### config.mk
export PLATFORM = sky130hd
export DESIGN_NAME = seg7_scan_driver
export DESIGN_NICKNAME = d
export VERILOG_FILES = /design/src/rtl/seg7_pkg.sv /design/src/rtl/bcd_seg_decode.sv /design/src/rtl/seg7_scan_driver.sv
export SDC_FILE = /design/constraint.sdc
export NUM_CORES = 1
export LEC_CHECK = 0
export BUFFER_PORTS_ARGS = -buffer_cell sky130_fd_sc_hd__buf_2
export CELL_PAD_IN_SITES_DETAIL_PLACEMENT = 1
export CELL_PAD_IN_SITES_GLOBAL_PLACEMENT = 2
export CORE_ASPECT_RATIO = 0.8
export CORE_UTILIZATION = 38
export CTS_BUF_LIST = sky130_fd_sc_hd__clkbuf_8
export DETAILED_ROUTE_END_ITERATION = 8
export GPL_ROUTABILITY_DRIVEN = 1
export PLACE_DENSITY_LB_ADDON = 0.12
export SYNTH_ARGS = -nofsm -noshare
export SYNTH_HDL_FRONTEND = slang
export SYNTH_SLANG_ARGS = --single-unit
### constraint.sdc
create_clock -name clk -period 3.6 [get_ports clk]
set_input_delay 0.18 -clock clk [delete_from_list [all_inputs] [get_ports clk]]
set_output_delay 0.18 -clock clk [all_outputs]
set_load 0.01 [all_outputs]
### src/rtl/seg7_pkg.sv
// Shared constants for the 7-segment scan driver: segment codes (a..g on bits 0..6)
// and the default per-digit refresh period.
package seg7_pkg;

  localparam int unsigned REFRESH_DIV_DEFAULT = 2500;

  localparam logic [6:0] SEG_0     = 7'h3F;
  localparam logic [6:0] SEG_1     = 7'h06;
  localparam logic [6:0] SEG_2     = 7'h5B;
  localparam logic [6:0] SEG_3     = 7'h4F;
  localparam logic [6:0] SEG_4     = 7'h66;
  localparam logic [6:0] SEG_5     = 7'h6D;
  localparam logic [6:0] SEG_6     = 7'h7D;
  localparam logic [6:0] SEG_7     = 7'h07;
  localparam logic [6:0] SEG_8     = 7'h7F;
  localparam logic [6:0] SEG_9     = 7'h6F;
  localparam logic [6:0] SEG_BLANK = 7'h00;

  function automatic logic [3:0] onehot4(input logic [1:0] idx);
    return 4'b0001 << idx;
  endfunction

endpackage

### src/rtl/bcd_seg_decode.sv
// Combinational BCD nibble to 7-segment pattern; non-decimal nibbles show blank.
module bcd_seg_decode
  import seg7_pkg::*;
(
  input  logic [3:0] bcd,
  output logic [6:0] seg
);

  always_comb begin
    case (bcd)
      4'd0:    seg = SEG_0;
      4'd1:    seg = SEG_1;
      4'd2:    seg = SEG_2;
      4'd3:    seg = SEG_3;
      4'd4:    seg = SEG_4;
      4'd5:    seg = SEG_5;
      4'd6:    seg = SEG_6;
      4'd7:    seg = SEG_7;
      4'd8:    seg = SEG_8;
      4'd9:    seg = SEG_9;
      default: seg = SEG_BLANK;
    endcase
  end

endmodule

### src/rtl/seg7_scan_driver.sv
// Four-digit multiplexed 7-segment driver with frame-synchronous value updates,
// per-digit dead time and optional leading-zero blanking.
module seg7_scan_driver
  import seg7_pkg::*;
#(
  parameter int unsigned REFRESH_DIV   = REFRESH_DIV_DEFAULT,
  parameter bit          BLANK_LEADING = 1'b1
) (
  input  logic        clk,
  input  logic        reset,
  input  logic        load_valid,
  output logic        load_ready,
  input  logic [15:0] load_bcd,
  input  logic [3:0]  load_dp,
  output logic [6:0]  seg,
  output logic        dp,
  output logic [3:0]  digit_en,
  output logic        frame_done
);

  localparam int CNT_W = (REFRESH_DIV > 2) ? $clog2(REFRESH_DIV) : 1;
  localparam logic [CNT_W-1:0] CNT_LAST = CNT_W'(REFRESH_DIV - 1);

  logic [CNT_W-1:0] refresh_cnt;
  logic [1:0]       digit_idx;
  logic [15:0]      active_bcd;
  logic [3:0]       active_dp;
  logic [15:0]      pend_bcd;
  logic [3:0]       pend_dp;
  logic             pend_vld;

  logic             wrap;
  logic             boundary;
  logic             accept;
  logic [3:0]       cur_nib;
  logic [6:0]       dec_seg;
  logic [3:0]       lead_blank;

  assign wrap       = (refresh_cnt == CNT_LAST);
  assign boundary   = wrap && (digit_idx == 2'd3);
  assign load_ready = !pend_vld;
  assign accept     = load_valid && load_ready && !reset;

  // Stage 0: scan counters, pending/active value hand-off at frame boundaries.
  // A value accepted on the boundary edge sees pend_vld low, so it waits a full frame.
  always_ff @(posedge clk) begin
    if (reset) begin
      refresh_cnt <= '0;
      digit_idx   <= 2'd0;
      active_bcd  <= 16'h0000;
      active_dp   <= 4'b0000;
      pend_vld    <= 1'b0;
      frame_done  <= 1'b0;
    end else begin
      frame_done <= boundary;
      if (wrap) begin
        refresh_cnt <= '0;
        digit_idx   <= digit_idx + 2'd1;
      end else begin
        refresh_cnt <= refresh_cnt + CNT_W'(1);
      end
      if (boundary && pend_vld) begin
        active_bcd <= pend_bcd;
        active_dp  <= pend_dp;
        pend_vld   <= 1'b0;
      end else if (accept) begin
        pend_vld <= 1'b1;
      end
    end
  end

  always_ff @(posedge clk) begin
    if (accept) begin
      pend_bcd <= load_bcd;
      pend_dp  <= load_dp;
    end
  end

  assign cur_nib = active_bcd[{digit_idx, 2'b00} +: 4];

  // A digit is leading-blank when it and all higher digits are zero; digit 0 never is.
  always_comb begin
    lead_blank    = 4'b0000;
    lead_blank[3] = BLANK_LEADING && (active_bcd[15:12] == 4'd0);
    lead_blank[2] = lead_blank[3] && (active_bcd[11:8] == 4'd0);
    lead_blank[1] = lead_blank[2] && (active_bcd[7:4] == 4'd0);
  end

  bcd_seg_decode u_dec (
    .bcd (cur_nib),
    .seg (dec_seg)
  );

  // Stage 1: registered display outputs, dead time on refresh count 0 of each digit.
  always_ff @(posedge clk) begin
    if (reset) begin
      seg      <= SEG_BLANK;
      dp       <= 1'b0;
      digit_en <= 4'b0000;
    end else begin
      seg <= lead_blank[digit_idx] ? SEG_BLANK : dec_seg;
      if (refresh_cnt == '0) begin
        digit_en <= 4'b0000;
        dp       <= 1'b0;
      end else begin
        digit_en <= onehot4(digit_idx);
        dp       <= active_dp[digit_idx];
      end
    end
  end

endmodule

# [Word-level counts from Yosys, hierarchy flattened]
# Memory sizes are Yosys's and may differ from the RTL's. A register that Yosys moved wholly into a read port is not among the register bits.
# Cells that the tools add are included.
[classes] addsub=2 mul=0 n_div=0 order_cmp=1 eq_ne=2 n_shift=2 n_mux=4 bitwise=0 reduce_logical=16
[ops] cell="indexed part select 16 x 5 -> 4 bit" n=1
[ops] cell="adder 12 x 1 -> 12 bit, second input constant" n=1
[ops] cell="equality test 12 bit, second input constant" n=1
[ops] cell="zero test 12 bit" n=1
[ops] cell="zero test 4 bit" n=3
[ops] cell="OR reduction 2 bit" n=4
[ops] cell="logical AND 1 bit" n=6
[ops] cell="binary-select mux 1 bit (select 2 bit)" n=2
[ops] cell="<< shifter 1 x 2 -> 4 bit, first input constant" n=1
[ops] cell="less-than comparator 2 x 3 -> 1 bit, second input constant" n=1
[ops] cell="adder 2 x 1 -> 2 bit, second input constant" n=1
[ops] cell="equality test 2 bit, second input constant" n=1
[ops] cell="zero test 1 bit" n=2
[ops] cell="two-way mux 1 bit" n=2
[totals] regBits=61 latch_bits=0 ramBits=0 romBits=112 in_bits=23 out_inout_bits=14 elab_cells=38 mem_count=1
[mem_list] memory="(no name shown)" words=16 width=7 read_ports=1 rd_ports_with_merged_regs=1 write_ports=0 line_no="bcd_seg_decode.sv:10" rtl="case (bcd)"

# [Longest topological paths before layout]
[logic_depth] depth_word=6 mapped_depth=8

# [Modules after synthesis]
# From an unflattened synthesis, not the netlist that was laid out.
[unflattened] hier_cells=263 area_unflattened_um2=2803.9
[modules_own_cells] module="seg7_scan_driver" n_inst=1 cells_each=230 area_each_um2=2573.7
[modules_own_cells] module="bcd_seg_decode" n_inst=1 cells_each=33 area_each_um2=230.2

# [Worst setup path before layout]
# Ideal clock, no wire load.
[synth_path] path_kind="input to register" from="in reset" to="reg pend_bcd[0], enable pin" arrival_time_ns=2.119 slack_ns=1.055 path_stages=3 n_path_buf=2 cell_sequence="clkbuf_1 -> clkbuf_1 -> nor3b_1"
[synth_between] elab_chain_len=2
[synth_rtl] element="start, declared" line_no="seg7_scan_driver.sv:10" rtl="input logic reset,"
[synth_rtl] element="zero test 1 bit" line_no="seg7_scan_driver.sv:42" rtl="assign accept = load_valid && load_ready && !reset;"
[synth_rtl] element="logical AND 1 bit" line_no="seg7_scan_driver.sv:42"
[synth_rtl] element="net accept" line_no="seg7_scan_driver.sv:34" rtl="logic accept;"
[synth_rtl] element="end signal, assigned" line_no="seg7_scan_driver.sv:74" rtl="pend_bcd <= load_bcd;"
[synth_rtl] element="end, declared" line_no="seg7_scan_driver.sv:28" rtl="logic [15:0] pend_bcd;"
# The timed path passes the listed nets, and every way through them passes these cells.
# A chain may end at the register's enable or synchronous reset.

# [Worst setup path after layout]
[layout_path] from="reg digit_idx[0]" to="reg seg[5]"
[layout_between] elab_chain_len=3
[layout_rtl] element="start, declared" line_no="seg7_scan_driver.sv:25" rtl="logic [1:0] digit_idx;"
[layout_rtl] element="start signal, assigned" line_no="seg7_scan_driver.sv:58" rtl="digit_idx <= digit_idx + 2'd1;"
[layout_rtl] element="parallel branches: the longest is 3 deep, another holds indexed part select 16 x 5 -> 4 bit"
[layout_rtl] element="end, declared" line_no="seg7_scan_driver.sv:15" rtl="output logic [6:0] seg,"
# Several ways; the timed one is not identified. The select of a mux whose other input is x is not followed.

==> impl.org <==
** Run status
- Result of the run :: finished, violations left
- The final reports fail on design-rule violations.

** Detailed routing
- The count of nets left with antenna violations once routing finished came out at 0.
- Average wire per standard cell :: 15.5 um
- Detailed-route vias per instance :: 5.17
- Number of design rule violations left after detail routing :: 2
- The routed design has 6370 um of wire.
- Detailed-routing iteration count for the pre-antenna-repair pass :: 8
- Overall via count from detail_route :: 2128
- The detailed router finished its first iteration with 90 violations.

** Synthesis
- Synthesis handed over a netlist of around 270 instances.
- Of all cell types, the one taking the most synthesized area is dfxtp_1.
- Synthesis inferred roughly 70 register bits.
- The number of nets in the synthesized netlist is 301.
- Fraction of registers with async set or reset after synthesis :: 0%
- Dominant cells by area after synthesis :: dfxtp_1 (34%), edfxtp_1 (21%), nand3_1 (4.4%), a21oi_1 (4.1%), ha_1 (4.0%)
- Among all flip-flop cells after synthesis, the most frequent one is dfxtp_1.
- Area of the mapped netlist :: 0.00283 sq mm
- The top cell type by area accounts for 34.0% of the synthesized area.
- The average instance in the mapped netlist occupies 10.5 sq um.
- Counting flops with a built-in enable in the synthesized netlist gives 20.
- Distinct cell type count after synthesis :: 37
- Share of synthesized area occupied by flip-flops and latches :: 55.3%
- For this run, the number of Yosys warnings is 0.

** Job
- Number of max-cap violations :: 0

** Floorplan
- From left edge to right edge, the die measures around 98 um.
- Once the floorplan was initialized, standard cells occupied 40.2% of the core.
- The total area inside the core boundary comes to 0.00703 sq mm.
- From bottom edge to top edge, the die measures 79.1 um.
- In this run the core area contains 27 standard-cell rows.
- The die covers 0.00779 sq mm.
- Pin placement for this block handled 37 I/O pins.

** Critical path
- Of all nets on the critical path, the largest fanout is 13.
- Startpoint type of the worst setup path :: flip-flop
- At the worst endpoint, the arrival time is ~2.6 ns.
- The worst setup path is captured at a flip-flop.
- At the worst endpoint, the required time is a little under 4 ns.
- Crit Path Category :: reg -> reg

** Pwr
- Combinational cells account for approximately 4.4% of the total power.
- Sequential power share :: 53.4%
- Power consumption :: 0.00152 W
- Max IR drop VDD :: roughly 0.00023 V
- Net Sw Power :: 0.000360 W
- Clock share of power :: 42.2%
- Pwr Density :: 443 mW/mm^2
- For this design the static power due to leakage is 1.25 nW.
- Of the total power, the share spent switching nets is 23.6%.
- Cell-internal power :: 0.00116 W

** GRT
- Total global routing track utilization :: approximately a fifth
- First-pass GRT wire length :: 10900 um
- Entering global routing, the biggest net connects 35 pins.
- The via count of the first global-routing pass is approximately 2.2k.
- For this run the aggregate overflow at the end of global routing stands at 0.
- Initial antenna violation count :: 0

** STA
- Adding up every negative setup slack in the final design gives 0 ns.
- Total count of max-transition violations in the final report :: 0
- Based on the critical path, the design can be clocked at up to ~440 MHz.
- The number of hold violations in the final report was 0.
- Unrepaired setup endpoints after global routing :: no
- Between clock sinks in the finished design, the worst skew comes to a little under 0.01 ns.
- Tcrit/Tclk final :: 63.4%
- For the pin with the worst max-slew slack, the measured transition is 1.00 ns.
- The clock period could shrink to 2.28 ns.
- Setup violations remaining at the end of the flow were counted as 0.
- Measured against its own limit, the worst slew margin works out to 33.0%.

** Finish
- Summing all flip-flop and latch instances after layout gives 0.00156 sq mm.
- Ratio of cells with drive above 1 in the final layout :: roughly a fifth
- The multi-input combinational cells in the finished layout cover a total of 0.00113 sq mm.
- Finished Layout Cells :: between 400 and 500
- Nets@finish :: about 350
- Synth-to-layout area growth :: 21.8%
- The number of antenna diodes in the final layout is 0.
- FILL cells :: 774

** Clock network
- TritonCTS built the clock tree.
- Number of gates resized after cts :: 0
- The clock reaches the later pin of the worst-skew pair after 0.36 ns.
- Buffer type at the clock tree root :: clkbuf_8
- After clock tree synthesis, the clock-pin slew on the worst setup and hold paths is 0.08 ns.
- Post-CTS Setup Bufs :: 0
- The clock drives 68 sinks.
- CTS H-tree lvls :: 3
- Max Root-Sink Buffers :: 2
- CTS Buf Count :: 9

** Placed design
- Number of I/O port buffers :: 36
- Routability-driven placement finished with a final weighted congestion of 0.720.
- Once placement completed, the tool counted placed cells totaling 376.
- Final HPWL DP :: between 4000 and 5000 um

** Min path
- HP Class :: in -> reg
[stage by stage]
step	cell area, sq um	setup slack [ns]	hold WS (ns)	utilization, %
floorplan	2830	1.05	0.279	-
global placement	3040	1.41	0.356	43.3
detailed placement	3040	1.31	0.358	43.3
CTS	3440	1.27	0.0829	49.0
global route	3440	1.13	0.113	49.0
finish	3440	1.32	0.102	49.0
[final timing paths]
kind	cells after the start	from	end	slack, ns
setup / recovery	7	digit_idx[0]	seg[5]	1.32
hold / removal	3	load_valid	pend_vld	0.10
setup reg to reg	7	digit_idx[0]	seg[5]	1.32
hold reg to reg	2	active_dp[1]	active_dp[1]	0.48
[routing by layer]
layer	up-vias	track usage (%)	routed length, um
met5	-	0	0
li1	1058	-	-
met4	0	9.40	147
met3	11	4.93	203
met2	37	28.7	2740
met1	1022	24.2	3280
[cells by family (layout without fill, tap and decap cells)]
kind of cell | after synthesis | count (layout) | synth area share (%)
buffers and inverters | 29 | 85 | 4.78
AOI/OAI and AO/OA | 57 | 57 | 12.3
xor gates and xnor gates | 12 | 12 | 3.72
DFF | 68 | 68 | 55.3
adders and majority gates | 9 | 9 | 3.99
muxes | 8 | 8 | 4.61
and+or+nand+nor | 86 | 86 | 15.3
[power by group through the flow]
stage,sequential [W],combinational (W),clock [W]
after floorplan,0.000832,0.0000243,0
after global placement,0.000831,0.0000492,0
after detailed placement,0.000831,0.0000509,0
after CTS,0.000813,0.0000673,0.000668
after global routing,0.000815,0.0000748,0.000689
final,0.000813,0.0000666,0.000644
[cells in the final DEF, fill, tap and decap left out, types with 3 or more instances in the layout]
cell | synthesis | final
edfxtp_1 | 20 | 20
nand2_1 | 11 | 11
mux2i_1 | 4 | 4
a21oi_1 | 23 | 23
a211oi_2 | 4 | 4
nor4_1 | 7 | 7
o21ai_0 | 22 | 22
clkbuf_8 | 0 | 9
nand4_1 | 3 | 3
buf_2 | 2 | 36
nand3_1 | 25 | 25
clkinv_4 | 0 | 3
dlygate4sd3_1 | 0 | 20
nor3_1 | 5 | 5
dfxtp_1 | 48 | 48
mux4_2 | 4 | 4
ha_1 | 9 | 9
nor2_1 | 25 | 25
inv_1 | 10 | 11
xnor2_1 | 9 | 9
xor2_1 | 3 | 3
[cell type report]
class / instances / share of cell area (%)
Sequential cell: 68 / 45.4
Clock inverter: 7 / 2.22
Tap cell: 87 / 3.16
Timing Repair Buffer: 58 / 11.5
Inverter: 11 / 1.20
Clock buffer: 9 / 3.60
Multi-Input combinational cell: 172 / 32.9
[cells in the mapped netlist (7+ instances only)]
library cell and instances:
clkbuf_1 11, a21oi_1 23, nand3_1 25, nor2_1 25, edfxtp_1 20, nor4_1 7, ha_1 9, o21ai_0 22
nand2_1 11, xnor2_1 9, inv_1 10, dfxtp_1 48
[state kept, by name, summed over array words and instances (netlist names)]
signal       count
frame_done       1
dp               1
seg              7
digit_idx        2
pend_vld         1
pend_bcd        16
active_bcd      16
digit_en         4
pend_dp          4
refresh_cnt     12
active_dp        4
[worst max-delay path, cell delays in order (launching register included)]
cell      delay (ns)
dfxtp_1         0.70
mux4_2          0.63
inv_1           0.18
ha_1            0.19
inv_1           0.04
mux2i_1         0.18
nand2b_2        0.09
a211oi_2        0.19
[what timing repair did]
item | 4_1_cts | 5_1_grt
hold buffers | 20 | 0
endpoints found under the setup margin | 0 | 0
endpoints found under the hold margin | 20 | 0
(Power assumes the default switching activity.)
